$ cat src/rtl/pattern_bit_serializer.sv
// Parallel-to-serial feeder for the pattern detector: one bit per clock on d_o/valid_o.
// First bit follows the accepting edge; a one-word hold register keeps back-to-back words gapless, ready drops only while it is full.
module pattern_bit_serializer #(
   parameter int WIDTH     = 8,
   parameter bit MSB_FIRST = 1'b1,
   parameter int CNT_W     = 16
) (
   input  logic             clk,
   input  logic             rst,
   input  logic [WIDTH-1:0] data_i,
   input  logic             data_valid_i,
   output logic             data_ready_o,
   input  logic             abort_i,
   output logic             d_o,
   output logic             valid_o,
   output logic             busy_o,
   output logic [CNT_W-1:0] words_sent_o
);

   localparam int BC_W = $clog2(WIDTH + 1);
   localparam logic [BC_W-1:0] FULL_CNT = BC_W'(WIDTH);

   typedef enum logic {
      S_IDLE  = 1'b0,
      S_SHIFT = 1'b1
   } state_t;

   state_t           r_state;
   state_t           w_state_nxt;
   logic [WIDTH-1:0] r_shift;
   logic [WIDTH-1:0] w_shift_nxt;
   logic [WIDTH-1:0] w_shifted;
   logic [WIDTH-1:0] r_hold;
   logic [WIDTH-1:0] w_hold_nxt;
   logic [BC_W-1:0]  r_cnt;
   logic [BC_W-1:0]  w_cnt_nxt;
   logic             r_hold_full;
   logic             w_hold_full_nxt;
   logic [CNT_W-1:0] r_words;
   logic [CNT_W-1:0] w_words_nxt;
   logic             w_accept;
   logic             w_last;
   logic             w_valid;

   // Ready depends only on the hold register, never on data_valid_i.
   assign data_ready_o = ~r_hold_full;
   assign w_accept     = data_valid_i & ~r_hold_full;
   assign w_last       = (r_cnt == BC_W'(1));
   assign w_shifted    = MSB_FIRST ? {r_shift[WIDTH-2:0], 1'b0} : {1'b0, r_shift[WIDTH-1:1]};

   always_comb begin
      w_state_nxt     = r_state;
      w_shift_nxt     = r_shift;
      w_cnt_nxt       = r_cnt;
      w_hold_nxt      = r_hold;
      w_hold_full_nxt = r_hold_full;
      w_words_nxt     = r_words;
      if (abort_i) begin
         // Flush everything in flight, including a word accepted this cycle; keep the count.
         w_state_nxt     = S_IDLE;
         w_shift_nxt     = '0;
         w_cnt_nxt       = '0;
         w_hold_nxt      = '0;
         w_hold_full_nxt = 1'b0;
      end else begin
         case (r_state)
            S_IDLE: begin
               if (w_accept) begin
                  w_shift_nxt = data_i;
                  w_cnt_nxt   = FULL_CNT;
                  w_state_nxt = S_SHIFT;
               end
            end
            S_SHIFT: begin
               if (!w_last) begin
                  w_shift_nxt = w_shifted;
                  w_cnt_nxt   = r_cnt - 1'b1;
                  if (w_accept) begin
                     w_hold_nxt      = data_i;
                     w_hold_full_nxt = 1'b1;
                  end
               end else begin
                  w_words_nxt = r_words + 1'b1;
                  if (r_hold_full) begin
                     w_shift_nxt     = r_hold;
                     w_cnt_nxt       = FULL_CNT;
                     w_hold_nxt      = '0;
                     w_hold_full_nxt = 1'b0;
                  end else if (w_accept) begin
                     w_shift_nxt = data_i;
                     w_cnt_nxt   = FULL_CNT;
                  end else begin
                     w_shift_nxt = '0;
                     w_cnt_nxt   = '0;
                     w_state_nxt = S_IDLE;
                  end
               end
            end
            default: begin
               w_state_nxt = S_IDLE;
            end
         endcase
      end
   end

   always_ff @(posedge clk or posedge rst) begin
      if (rst) begin
         r_state     <= S_IDLE;
         r_shift     <= '0;
         r_cnt       <= '0;
         r_hold      <= '0;
         r_hold_full <= 1'b0;
         r_words     <= '0;
      end else begin
         r_state     <= w_state_nxt;
         r_shift     <= w_shift_nxt;
         r_cnt       <= w_cnt_nxt;
         r_hold      <= w_hold_nxt;
         r_hold_full <= w_hold_full_nxt;
         r_words     <= w_words_nxt;
      end
   end

   assign w_valid      = (r_state == S_SHIFT);
   assign valid_o      = w_valid;
   assign d_o          = w_valid & (MSB_FIRST ? r_shift[WIDTH-1] : r_shift[0]);
   assign busy_o       = w_valid | r_hold_full;
   assign words_sent_o = r_words;

endmodule

$ cat config.mk
export PLATFORM = sky130hd
export DESIGN_NAME = pattern_bit_serializer
export DESIGN_NICKNAME = d
export VERILOG_FILES = /design/src/rtl/pattern_bit_serializer.sv
export SDC_FILE = /design/constraint.sdc
export NUM_CORES = 1
export LEC_CHECK = 0
export BUFFER_PORTS_ARGS = -buffer_cell sky130_fd_sc_hd__buf_2
export CAP_MARGIN = 20
export CORE_UTILIZATION = 60
export CTS_BUF_LIST = sky130_fd_sc_hd__clkbuf_2
export CTS_CLUSTER_DIAMETER = 30
export DETAILED_ROUTE_END_ITERATION = 6
export GPL_TIMING_DRIVEN = 0
export PLACE_DENSITY = 0.84
export SETUP_SLACK_MARGIN = 0.02
export SLEW_MARGIN = 20
export SYNTH_ARGS = -nofsm -noshare
export SYNTH_HDL_FRONTEND = slang
export SYNTH_SLANG_ARGS = --single-unit
$ cat constraint.sdc
create_clock -name clk -period 3.15 [get_ports clk]
set_input_delay 0.63 -clock clk [delete_from_list [all_inputs] [get_ports clk]]
set_output_delay 0.63 -clock clk [all_outputs]
set_load 0.02 [all_outputs]
# Word level (Yosys, flattened, before mapping)
# Index checks and enable logic that the tools add are counted.
dict set report classes {
  eq_ne 3
  n_reduce_logical 5
  n_addsub 2
  muxes 25
  n_bitwise 6
}
# op count
set ops {}
lappend ops {{8-bit two-way mux} 9}
lappend ops {{4-bit two-way mux} 5}
lappend ops {{16-bit by 1-bit adder with 16-bit output, second input constant} 1}
lappend ops {{8-bit case mux with 2 select lines} 1}
lappend ops {{1-bit two-way mux} 8}
lappend ops {{4-bit case mux with 2 select lines} 1}
lappend ops {{3-bit != test, second input constant} 2}
lappend ops {{3-bit AND reduction} 2}
lappend ops {{4-bit by 1-bit equality test with 1-bit output, second input constant} 1}
lappend ops {{4-bit by 1-bit subtractor with 4-bit output, second input constant} 1}
lappend ops {{1-bit inverter} 3}
lappend ops {{3-bit nonzero test} 1}
lappend ops {{1-bit AND} 2}
lappend ops {{1-bit case mux with 2 select lines} 1}
lappend ops {{2-bit AND reduction} 1}
lappend ops {{2-bit nonzero test} 1}
lappend ops {{1-bit OR} 1}
dict set report totals {
  in_bits 12
  register_bits 38
  out_inout_bits 20
}

# Depth between registers and ports, before layout
dict set report depth {
  depth_word 7
  depth_mapped 7
  mapped_depth_nobuf 6
}

# Least setup slack after synthesis
# No wires, ideal clock.
dict set report synth_timing {
  path_kind {reg-to-output}
  start {register r_state, in the netlist valid_o}
  end {output port d_o}
  setup_slack_ns 1.335
  n_path_buf 2
  stages_incl_launch_ff 4
  t_arrival_ns 1.185
  cell_sequence {dfrtp_1 -> buf_2 -> clkbuf_1 -> and2_1}
}
dict set report synth_between {
  elab_chain_cells 1
}
# item line_no
set synth_lines {}
lappend synth_lines {{from (decl)} 28} ;# state_t r_state;
lappend synth_lines {{from (signal assigned)} 115} ;# r_state <= w_state_nxt;
lappend synth_lines {{1-bit AND} 126} ;# assign d_o = w_valid & (MSB_FIRST ? r_shift[WIDTH-1] : r_shift[0]);
lappend synth_lines {{to (decl)} 14} ;# output logic d_o,
# Every way passes these cells.

# Worst setup path in the final report
# Ends and elaborated chain as after synthesis.

==> summary.txt <==
Run status
  • Status: completed

CTS
  • Root buffer cell: clkbuf_2
  • CTS Hold Bufs: 0
  • CTS max path bufs: 2
  • Clock Pin Slew Worst Setup and Hold Paths: 0.21 ns
  • Clk_lat worst skew: 0.40 ns
  • H-tree levels: 2
  • Clock tree from TritonCTS: done
  • Clk sinks: 38
  • Post-CTS Setup Bufs: 0
  • CTS Buf Count: 5
  • CTS resizes: 0

Setup path
  • Worst r2r path cells: 6
  • WP buf/inv: 3
  • CP Cell Sequence: buf_2, clkbuf_1, and2_1, buf_2
  • CP required: 2.52 ns
  • Critical Path End Type: primary output
  • Crit-path max cell delay: 0.39 ns
  • CP max stage cell: dfrtp_1
  • Most common cell on crit path: buf_2
  • FF-to-FF End: r_hold[3]
  • Setup CP Type: flop to primary output
  • Startpoint Class: flop
  • R2R Setup Slk: 1.10 ns
  • CP delay by family, top: buffers and inverters
  • Crit path DAT: 1.77 ns
  • FF-to-FF Start: r_cnt[1]
  • Crit-path max FO: 10

Detailed routing
  • DR DRC count: 0
  • Final ANT Viol Nets: 0
  • Drt total wl: 4.165 mm
  • Vias per inst: 5.928
  • Number of detailed-route iterations in the first pass: 4
  • WL/cell: 15.84 µm
  • Via total after detailed routing: 1559
  • DRT iter0 DRCs: 119

Logic synthesis
  • Most common cell in the netlist: dfrtp_1
  • Synth top area cells: dfrtp_1, xnor2_1, a22o_1
  • Post-Syn Area: 0.001923 mm²
  • Mapped Cells: 180
  • Syn avg cell area: 10.68 µm²
  • Post-synth top cells: dfrtp_1, xnor2_1, nor2_1
  • Post-synth top area cell: dfrtp_1
  • Fraction of registers with async set or reset after synthesis: 100.0%
  • Number of synthesized register bits: 38
  • Syn_nets: 195
  • Ys Warns: 0
  • Netlist cell types: 40
  • Ys flop type: dfrtp_1
  • Share of the synthesized area in the top cell type: 49.45%
  • EDFF count, synth: 0
  • Sequential element share of the synthesized area: 49.45%

Floorplan
  • Die footprint: 0.003436 mm²
  • Die height: 58.62 µm
  • Num ports: 32
  • Core Rows: 20
  • Core area: 0.003053 mm²
  • Chip width: 58.62 µm
  • Starting Density: 62.99%

Place
  • Gpl congestion: 0.7775
  • Port-buffer cells: 31
  • Placed cell areas: 0.002133 mm²
  • Post-DP HPWL: 2.757 mm

Finish
  • Share of layout cells above drive strength 1: 22.83%
  • Final instance area: 0.002222 mm²
  • Final net count: 233
  • Layout area overhead: 15.55%
  • Filler Cells Inserted: 248
  • Multi-input gate area: 893.4 µm²
  • Antenna fix cells: 0
  • Register area: 950.9 µm²

GRT
  • Tot GR Track Use: 26.80%
  • Initial antenna violation count: 0
  • Overflow after GRT: 0
  • Largest net degree at the start of global routing: 39
  • First-pass GRT wire length: 6.782 mm
  • Vias in the first global route: 1449

Power and ir drop
  • Worst IR drop on VDD: 386.1 µV
  • Leakage Power: 0.001075 µW
  • P per Cell Area: 512.2 mW/mm²

Timing
  • Min Tclk post-route: 2.400 ns
  • Tcrit/Tclk final: 76.20%
  • Skew final: 0.03196 ns
  • Fin. max-slew vios: 0
  • Hold Fails Final Rpt: 0
  • Transition time of the tightest slew-check pin: 0.7694 ns
  • RSZ-0062 raised after global routing: no
  • Fmax: 0.4166 GHz
  • Setup-failing EPs final: 0
  • Setup TNS: 0 ns
  • Rel. slew slack: 48.64%

Hold path
  • Worst min path class: input pin to asynchronous set/reset pin

Job
  • Max_cap viols: 0
[state kept, by name (all words and copies together), names as in the netlist]
name          cells
valid_o           1
r_hold            8
r_cnt             4
r_hold_full       1
words_sent_o     16
r_shift           8
[layer usage]
metal / vias to the layer above / global-route usage [%] / share of wire [%]
li1: 734 / - / -
met1: 750 / 34.79 / 45
met2: 68 / 43.84 / 48
met3: 7 / 6.374 / 6.3
met4: 0 / 10.20 / 1.3
met5: - / 0 / 0
[placed cells by master, fill, tap and decap left out, types with 2 or more instances in the layout]
master | Yosys | final
clkbuf_1 | 6 | 6
a22o_1 | 8 | 8
nand2_1 | 7 | 7
dfrtp_1 | 38 | 38
and4_1 | 3 | 3
and2_1 | 9 | 9
buf_2 | 6 | 37
a21oi_1 | 4 | 4
ha_1 | 3 | 3
clkbuf_2 | 0 | 5
and3_1 | 5 | 5
a221oi_1 | 7 | 7
nand4_1 | 2 | 2
xnor2_1 | 14 | 14
nor3_1 | 8 | 8
nand3_1 | 8 | 8
a211oi_1 | 8 | 8
xor2_1 | 2 | 2
o21a_1 | 7 | 7
nor2_1 | 10 | 10
bufinv_16 | 0 | 2
mux2i_1 | 2 | 2
inv_1 | 4 | 3
[worst max path at each step]
stage	from	endpoint	slack [ns]	cells after the start
6_report	valid_o	d_o	0.75	4
5_1_grt	valid_o	d_o	0.66	4
4_1_cts	valid_o	d_o	0.77	4
3_5_place_dp	data_valid_i	r_shift[1]	1.17	7
3_3_place_gp	rst	r_cnt[0]	1.18	2
2_1_floorplan	valid_o	d_o	1.33	3
[metrics by stage]
step / power, µW / worst slack (ns) / util, % / std cells / hold slack, ns
floorplan: 699.9 / 1.335 / - / 180 / 0.4731
global placement: 752.8 / 1.184 / 69.88 / 255 / 0.4549
detailed placement: 763.2 / 1.168 / 69.88 / 255 / 0.4645
CTS: 1137 / 0.7664 / 72.79 / 263 / 0.3484
global route: 1184 / 0.6637 / 72.79 / 263 / 0.3639
finish: 1138 / 0.7498 / 72.79 / 263 / 0.3168
[final cells by class]
cell class              count  share of cell area (%)
multi-input cells         125                   40.20
flip-flops and latches     38                   42.79
clock inverters             3                   2.872
inverters                   4                  0.6757
well taps                  44                   2.477
repair buffers             31                   6.982
clock buffers               5                   1.126
plain buffers              13                   2.872
[cell families (layout without fill, tap and decap cells)]
kind of cell	after synthesis	count (layout)	synth area share (%)
buffers and inverters	17	56	4.099
AOI/OAI and AO/OA	41	41	16.59
adders and majority gates	3	3	1.952
and+or+nand+nor	61	61	18.41
muxes	4	4	2.212
xor gates and xnor gates	16	16	7.287
DFF	38	38	49.45
[worst reg2reg max path, stage by stage, from the launching register on]
cell and delay (ns):
dfrtp_1 0.45, inv_1 0.11, ha_1 0.24, or3b_4 0.41, mux2i_1 0.14, a21oi_2 0.39
a22o_1 0.23
[power by group]
group / switching [µW] / internal [µW]
registers: 28.6 / 521
clock network: 170 / 211
logic: 123 / 84.1
total: 321 / 817
Note: power is estimated with default switching activity, not from simulation.
